[src/rtl/spi_tx.sv]
// SPI master transmitter: one 8- or 16-bit frame per accepted start, MSB first,
// SCLK idling high, with the receiver's sampling edge chosen per frame.
module spi_tx #(
  parameter int unsigned SCLK_DIV = 32
) (
  input  logic        clk,
  input  logic        rst,
  input  logic        start,
  input  logic [15:0] tx_data,
  input  logic        len8,
  input  logic        edg,
  output logic        SS_n,
  output logic        SCLK,
  output logic        MOSI,
  output logic        busy,
  output logic        done
);
  localparam int unsigned H  = SCLK_DIV / 2;
  localparam int unsigned CW = (H > 1) ? $clog2(H) : 1;
  localparam int unsigned EW = 5;

  typedef enum logic [2:0] {IDLE, FRONT, SHIFT, BACK, GAP} state_t;

  state_t        state_q;
  logic [CW-1:0] cnt_q;
  logic [EW-1:0] edge_q;
  logic [14:0]   shreg_q;
  logic          len8_q;
  logic          edg_q;
  logic          ss_n_q;
  logic          sclk_q;
  logic          mosi_q;
  logic          busy_q;
  logic          done_q;

  logic phase_end_c;
  logic last_edge_c;
  logic advance_c;

  // edge_q holds the index of the SCLK edge about to be produced
  assign phase_end_c = (cnt_q == CW'(H - 1));
  assign last_edge_c = (edge_q == (len8_q ? EW'(15) : EW'(31)));
  assign advance_c   = (edge_q[0] != edg_q) && (edge_q != '0) && !last_edge_c;

  always_ff @(posedge clk or posedge rst) begin
    if (rst) begin
      state_q <= IDLE;
      cnt_q   <= '0;
      edge_q  <= '0;
      shreg_q <= '0;
      len8_q  <= 1'b0;
      edg_q   <= 1'b0;
      ss_n_q  <= 1'b1;
      sclk_q  <= 1'b1;
      mosi_q  <= 1'b0;
      busy_q  <= 1'b0;
      done_q  <= 1'b0;
    end else begin
      done_q <= 1'b0;
      if (state_q != IDLE) begin
        cnt_q <= phase_end_c ? '0 : cnt_q + CW'(1);
      end
      unique case (state_q)
        IDLE: begin
          if (start) begin
            state_q <= FRONT;
            cnt_q   <= '0;
            edge_q  <= '0;
            len8_q  <= len8;
            edg_q   <= edg;
            shreg_q <= len8 ? {tx_data[6:0], 8'h00} : tx_data[14:0];
            mosi_q  <= len8 ? tx_data[7] : tx_data[15];
            ss_n_q  <= 1'b0;
            busy_q  <= 1'b1;
          end
        end
        FRONT: begin
          if (phase_end_c) begin
            state_q <= SHIFT;
            sclk_q  <= 1'b0;
            edge_q  <= EW'(1);
          end
        end
        SHIFT: begin
          if (phase_end_c) begin
            sclk_q <= ~sclk_q;
            if (advance_c) begin
              mosi_q  <= shreg_q[14];
              shreg_q <= {shreg_q[13:0], 1'b0};
            end
            if (last_edge_c) begin
              state_q <= BACK;
              edge_q  <= '0;
            end else begin
              edge_q <= edge_q + EW'(1);
            end
          end
        end
        BACK: begin
          if (phase_end_c) begin
            state_q <= GAP;
            ss_n_q  <= 1'b1;
            mosi_q  <= 1'b0;
          end
        end
        GAP: begin
          // done and busy release land together in the last GAP cycle
          if (cnt_q == CW'(H - 2)) begin
            done_q <= 1'b1;
            busy_q <= 1'b0;
          end
          if (phase_end_c) begin
            state_q <= IDLE;
          end
        end
        default: state_q <= IDLE;
      endcase
    end
  end

  assign SS_n = ss_n_q;
  assign SCLK = sclk_q;
  assign MOSI = mosi_q;
  assign busy = busy_q;
  assign done = done_q;
endmodule

[config.mk]
export PLATFORM = sky130hd
export DESIGN_NAME = spi_tx
export DESIGN_NICKNAME = d
export VERILOG_FILES = /design/src/rtl/spi_tx.sv
export SDC_FILE = /design/constraint.sdc
export NUM_CORES = 1
export LEC_CHECK = 0
export ABC_AREA = 1
export CAP_MARGIN = 20
export CORE_MARGIN = 4
export CORE_UTILIZATION = 50
export DETAILED_ROUTE_END_ITERATION = 8
export DONT_BUFFER_PORTS = 1
export GPL_ROUTABILITY_DRIVEN = 1
export PLACE_DENSITY = 0.73
export SETUP_SLACK_MARGIN = 0.1
export SLEW_MARGIN = 20
export SYNTH_ARGS = -nofsm -noshare
export SYNTH_HDL_FRONTEND = slang
export SYNTH_SLANG_ARGS = --single-unit
[constraint.sdc]
create_clock -name clk -period 2.3 [get_ports clk]
set_clock_uncertainty 0.05 [all_clocks]
set_input_delay 0.46 -clock clk [delete_from_list [all_inputs] [get_ports clk]]
set_output_delay 0.46 -clock clk [all_outputs]
set_load 0.01 [all_outputs]
==> results of run 1 <==
[cells by family after synthesis]
kind of cell,count (synthesis),share of synthesized area [%]
simple gates,189,40.1
buf+inv,35,8.69
flops,34,41.7
compound gates,22,5.69
fa+ha+maj,4,2.45
xor+xnor,3,1.29
[path summary, 6_finish.rpt]
path	cells after the start	endpoint
setup / recovery	9	shreg_q[5]$_DFFE_PP0P_
hold / removal	2	edge_q[4]$_DFFE_PP0P_
setup reg to reg	9	shreg_q[5]$_DFFE_PP0P_
hold reg to reg	2	shreg_q[7]$_DFFE_PP0P_
max in group asynchronous	2	SS_n$_DFFE_PP1P_
min in group clk	2	edg_q$_DFFE_PP0P_
[cells in the final DEF (no fill, tap or decap), types with 3 or more instances in the layout]
cell,count
buf_4,3
nand2_1,133
dfrtp_1,32
o21ai_0,16
nand2_2,3
nor2_1,12
clkbuf_8,6
inv_1,24
nand3_1,31
ha_1,4
a21oi_1,3
[worst max-delay path: stages, from the launching register on]
cell	delay (ns)
dfrtp_1	0.41
ha_1	0.24
nand3_1	0.11
inv_1	0.05
nand2_1	0.11
nand2_1	0.10
nand2_2	0.25
nand2_4	0.19
nand2_1	0.10
nand2_1	0.06
[through the flow]
step                      hold WS [ns]  power [mW]  setup slack, ns  instance area, µm²
after floorplan                  0.392        1.96            0.791                2040
after global placement           0.404        2.08            0.608                2050
after detailed placement         0.410        2.12            0.516                2050
after CTS                        0.123        2.57            0.493                2130
after global routing             0.139        2.80            0.355                2130
final                            0.102        2.55            0.517                2130
[per-layer routing]
metal / GRT usage [%] / part of all wire [%]
met1: 22.5 / 46
met2: 28.1 / 46
met3: 5.82 / 6.0
met4: 6.89 / 1.4
met5: 0 / 0
[state kept, by name, summed over array words and instances (netlist names)]
register	cells
MOSI	1
SCLK	1
SS_n	1
busy	1
cnt_q	4
done	1
edg_q	1
edge_q	5
len8_q	1
shreg_q	15
state_q	3
[power breakdown]
group	switching [mW]	internal [mW]	total, mW
Clock	0.206	0.237	0.443
Combinational	0.774	0.370	1.14
Sequential	0.159	0.800	0.959
Total	1.14	1.41	2.55
[cell type report]
type	count	area share (%)
Tap cell	48	2.82
Multi-Input combinational cell	218	47.5
Timing Repair Buffer	3	1.06
Inverter	26	4.57
Clock buffer	7	4.05
Sequential cell	34	40.0
==> key figures, run 1 <==
Detailed routing
  – Routed WL: 4220 µm
  – Initial DRT Pass Iterations: 4
  – Wirelength per Cell: 12.6 µm
  – Vias/cell: 5.13
  – Number of DRC markers in iteration 0: 140
  – DRC Markers: 0
  – Final ANT Viol Nets: 0
  – DR vias: 1725

Floorplanning
  – Die H: 71.9 µm
  – Full die area: 5180 µm²
  – Chip width: 71.9 µm
  – IO Count: 26
  – Core Box Area: 3800 µm²
  – Starting density of the core: 53.8%
  – Cell Rows: 22

Status
  – Outcome: finished, final reports clean

Clocking
  – Clock Latency Late Sink: 0.28 ns
  – Post-CTS Setup Bufs: 0
  – CTS Buf Count: 5
  – CTS clk-pin slew, worst paths: 0.07 ns
  – Post-CTS Hold Fix Bufs: 0
  – Clock buffer depth: 2
  – Clk root buf: clkbuf_8
  – PostCTS Resize Cnt: 0
  – CTS Sinks: 34
  – H-tree depth: 2
  – CTS tree: done

Global route
  – Grt total ovfl: 0
  – Global-route wire length before repair: 7180 µm
  – Vias in the first global route: 1627
  – Initial antenna violation count: 0
  – Total GRT Usage: 17.7%
  – Largest net degree at the start of global routing: 35

STA
  – Max_slew headroom: 70.0%
  – Worst-Margin Slew: 0.449 ns
  – Fin. max-slew vios: 0
  – Tcrit/Tclk final: 77.5%
  – RSZ-0062 raised after global routing: no
  – # setup viols final: 0
  – Sum Neg Setup Slack: 0 ns
  – Max Fclk: 561 MHz
  – Final hold violation count: 0
  – Final min period: 1.78 ns

Synthesis
  – Synth Net Count: 312
  – Yosys warnings: 0
  – Seq cells post-synth: 34
  – Avg Cell Area, Syn: 7.12 µm²
  – Area leader, netlist: dfrtp_1
  – Synth area leaders: dfrtp_1 (39%), nand2_1 (24%), nand3_1 (7.6%), inv_1 (4.4%), o21ai_0 (3.9%)
  – Post-Syn Instances: 287
  – Yosys cell types: 27
  – Most numerous cell in the Yosys netlist: nand2_1
  – Register area share after synthesis: 41.7%
  – EDFF count, synth: 0
  – Post-synth top area share: 39.2%
  – Commonest cells post-synth: nand2_1 (133), dfrtp_1 (32), nand3_1 (31)
  – Ys flop type: dfrtp_1
  – Async SR Flop Fraction: 100%
  – Mapped Area: 2040 µm²

Critical path
  – Crit path from: edge_q[0]$_DFFE_PP0P_
  – CP max FO: 16
  – Worst EP required: 2.42 ns
  – R2R Setup Slk: 0.52 ns
  – CP arrival: 1.90 ns
  – Worst Setup End Kind: flip-flop
  – Worst r2r src: edge_q[0]$_DFFE_PP0P_
  – CP Launch Type: flip-flop
  – WS Path Type: reg2reg

Layout
  – Antenna cells: 0
  – Final core occ: 56.2%
  – Syn-to-layout area delta: 4.35%
  – Register Area: 853 µm²
  – Final Non-Filler Cells: 336
  – Filler Cell Count: 360
  – Nets: 313
  – Share of cells above drive strength 1: 8.33%
  – Multi-input logic area: 1010 µm²

Placement
  – GPL Wtd Cong: 0.850
  – Buffers on Ports: 0
  – Final HPWL DP: 3060 µm
  – Placed cells: 329

Pwr
  – Lkg Pwr: 1.19 nW
  – P per Cell Area: 1190 nW/µm²
  – Worst VDD drop: 0.578 mV

Run
  – Max_cap viols: 0

Worst hold path
  – HP Class: in2async
Power figures use the tool's default switching activity.
==> inputs of run 2 (changes only) <==
Clock period 2.3 ns to 1.7 ns, I/O delays scaled along.
==> run 2 against run 1 <==
Net effect: clock power increased by 39%; die area unchanged; power increased by 61%; critical path type unchanged; largest power group unchanged.
==> key figures, run 2 (synthesis gave the netlist of run 1 again) <==
Placement
  – Final HPWL DP: 2960 µm (-3.3%)
  – Placed cells: 334 (+1.5%)
  – GPL Wtd Cong: 0.809 (-4.9%)
  – Buffers on Ports: 0 (unchanged)

Critical path
  – Worst Setup End Kind: flip-flop
  – Slowest cell on the critical path: dfrtp_1
  – Worst path depth: 9 (unchanged)
  – Largest delay share family, worst path: simple AND/OR/NAND/NOR gates
  – Most used cell, CP: nand2_2
  – CP Launch Type: flip-flop
  – Worst r2r path cells: 9 (unchanged)
  – Critical Path, Cell by Cell: ha_2 -> nand3_1 -> inv_1 -> nand2_2 -> nand2_2 -> nand2_4 -> nand2_8 -> nand2_2 -> nand2_1
  – Worst EP required: 1.83 ns (-0.59 ns)
  – Worst path bufs/invs: 1 (unchanged)
  – CP peak stage delay: 0.42 ns (about the same)
  – R2R Setup Slk: 0.17 ns (-0.35 ns)
  – CP max FO: 8 (-8)
  – CP arrival: 1.66 ns (-0.24 ns)
  – WS Path Type: reg2reg

Status
  – Outcome: finished, final reports clean

Worst hold path
  – HP Class: in2reg
  – Hold Path Stages: 2

Clocking
  – H-tree depth: 2 (unchanged)
  – CTS tree: done
  – CTS Sinks: 34 (unchanged)
  – Clk root buf: clkbuf_8
  – CTS Buf Count: 5 (unchanged)
  – Clock Latency Late Sink: 0.29 ns (about the same)
  – Clock buffer depth: 2 (unchanged)
  – CTS clk-pin slew, worst paths: 0.07 ns (about the same)

STA
  – # setup viols final: 0 (unchanged)
  – Tcrit/Tclk final: 90.2% (+13 points)
  – Fin. max-slew vios: 0 (unchanged)
  – Max_slew headroom: 68.9% (-1.1 points)
  – Final min period: 1.53 ns (-0.249 ns)
  – Max Fclk: 652 MHz (+16%)
  – Final hold violation count: 0 (unchanged)
  – Worst-Margin Slew: 0.466 ns (+0.0169 ns)
  – Sum Neg Setup Slack: 0 ns (unchanged)
  – RSZ-0062 raised after global routing: yes

Global route
  – Grt total ovfl: 0 (unchanged)
  – Global-route wire length before repair: 7250 µm (+0.88%)
  – Vias in the first global route: 1599 (-1.7%)
  – Met3 usage: 4.71% (-1.1 points)
  – Met1 Use GR: 25.7% (+3.2 points)
  – Initial antenna violation count: 0 (unchanged)
  – GR Util met2: 26.0% (-2.0 points)
  – Layer with the highest usage: met2
  – Largest net degree at the start of global routing: 35 (unchanged)
  – Total GRT Usage: 17.8% (+0.10 points)

Detailed routing
  – Wirelength per Cell: 12.8 µm (+1.7%)
  – Final ANT Viol Nets: 0 (unchanged)
  – DR vias: 1830 (+6.1%)
  – DRC Markers: 0 (unchanged)
  – Routed WL: 4530 µm (+7.5%)
  – Number of DRC markers in iteration 0: 189 (+35%)
  – Initial DRT Pass Iterations: 5 (+1)
  – Vias/cell: 5.15 (+0.41%)

Floorplanning
  – Die H: 71.9 µm (unchanged)
  – Full die area: 5180 µm² (unchanged)
  – IO Count: 26 (unchanged)
  – Core Box Area: 3800 µm² (unchanged)
  – Chip width: 71.9 µm (unchanged)
  – Starting density of the core: 53.8% (unchanged)
  – Cell Rows: 22 (unchanged)

Pwr
  – P per Cell Area: 1710 nW/µm² (+43%)
  – Lkg Pwr: 1.29 nW (+8.9%)
  – Worst VDD drop: 0.911 mV (+58%)

Layout
  – Final Non-Filler Cells: 355 (+5.7%)
  – Final core occ: 63.2% (+7.0 points)
  – Top flop regs: shreg_q x15, edge_q x5, cnt_q x4
  – Syn-to-layout area delta: 17.4%
  – Share of cells above drive strength 1: 22.1% (+14 points)
  – Largest Register: shreg_q
  – Antenna cells: 0 (unchanged)
  – Max reg flops: 15 (unchanged)
  – Commonest non-fill, non-tap cell in the layout: nand2_1
  – Most frequent cells in the layout: nand2_1 (120), dfrtp_1 (29), nand3_1 (27)
  – Nets: 331 (+5.8%)

Run
  – Max_cap viols: 0 (unchanged)
==> run 2: power breakdown <==
part / switching [mW] / internal, mW
registers: 0.237 / 1.09
logic: 1.29 / 0.872
clock network: 0.290 / 0.326
==> run 2: final timing paths <==
path                                                 to               startpoint
max in group asynchronous              SCLK$_DFFE_PP1P_                      rst
worst min-delay path                  edg_q$_DFFE_PP0P_                      edg
min in group asynchronous        shreg_q[9]$_DFFE_PP0P_                      rst
worst max register to register   shreg_q[7]$_DFFE_PP0P_    edge_q[1]$_DFFE_PP0P_
worst min register to register  shreg_q[10]$_DFFE_PP0P_  shreg_q[10]$_DFFE_PP0P_
worst max-delay path             shreg_q[7]$_DFFE_PP0P_    edge_q[1]$_DFFE_PP0P_
==> run 2: repair_timing <==
action                                 4_1_cts  5_1_grt
buffers inserted                             0       11
setup endpoints to repair                    6       21
endpoints found under the hold margin       32        0
hold buffers                                 1        0
gates resized for setup                      1       33
cloned                                       0        1
pin swaps                                    0       20
==> run 2: cell type report <==
| cell class | instances | area (µm²) |
|---|---|---|
| clock inverters | 1 | 5.00 |
| repair buffers | 20 | 176 |
| fillers | 336 | 1400 |
| flip-flops and latches | 34 | 857 |
| inverters | 26 | 97.6 |
| clock buffers | 7 | 86.3 |
| well taps | 48 | 60.1 |
| multi-input cells | 219 | 1120 |
==> run 2: metrics by stage <==
| step | setup slack, ns | cell area, µm² | hold slack [ns] | power (mW) |
|---|---|---|---|---|
| floorplan | 0.191 | 2040 | 0.392 | 2.66 |
| global placement | 0.155 | 2080 | 0.305 | 2.89 |
| detailed placement | 0.120 | 2080 | 0.304 | 2.91 |
| CTS | 0.105 | 2190 | 0.158 | 3.57 |
| global route | 0.0661 | 2400 | 0.163 | 4.46 |
| finish | 0.166 | 2400 | 0.164 | 4.10 |
==> run 2: metal layers <==
layer / vias up / wire (µm)
met4: 0 / 49
met3: 9 / 239
li1: 929 / -
met1: 841 / 2100
met5: - / 0
met2: 51 / 2150
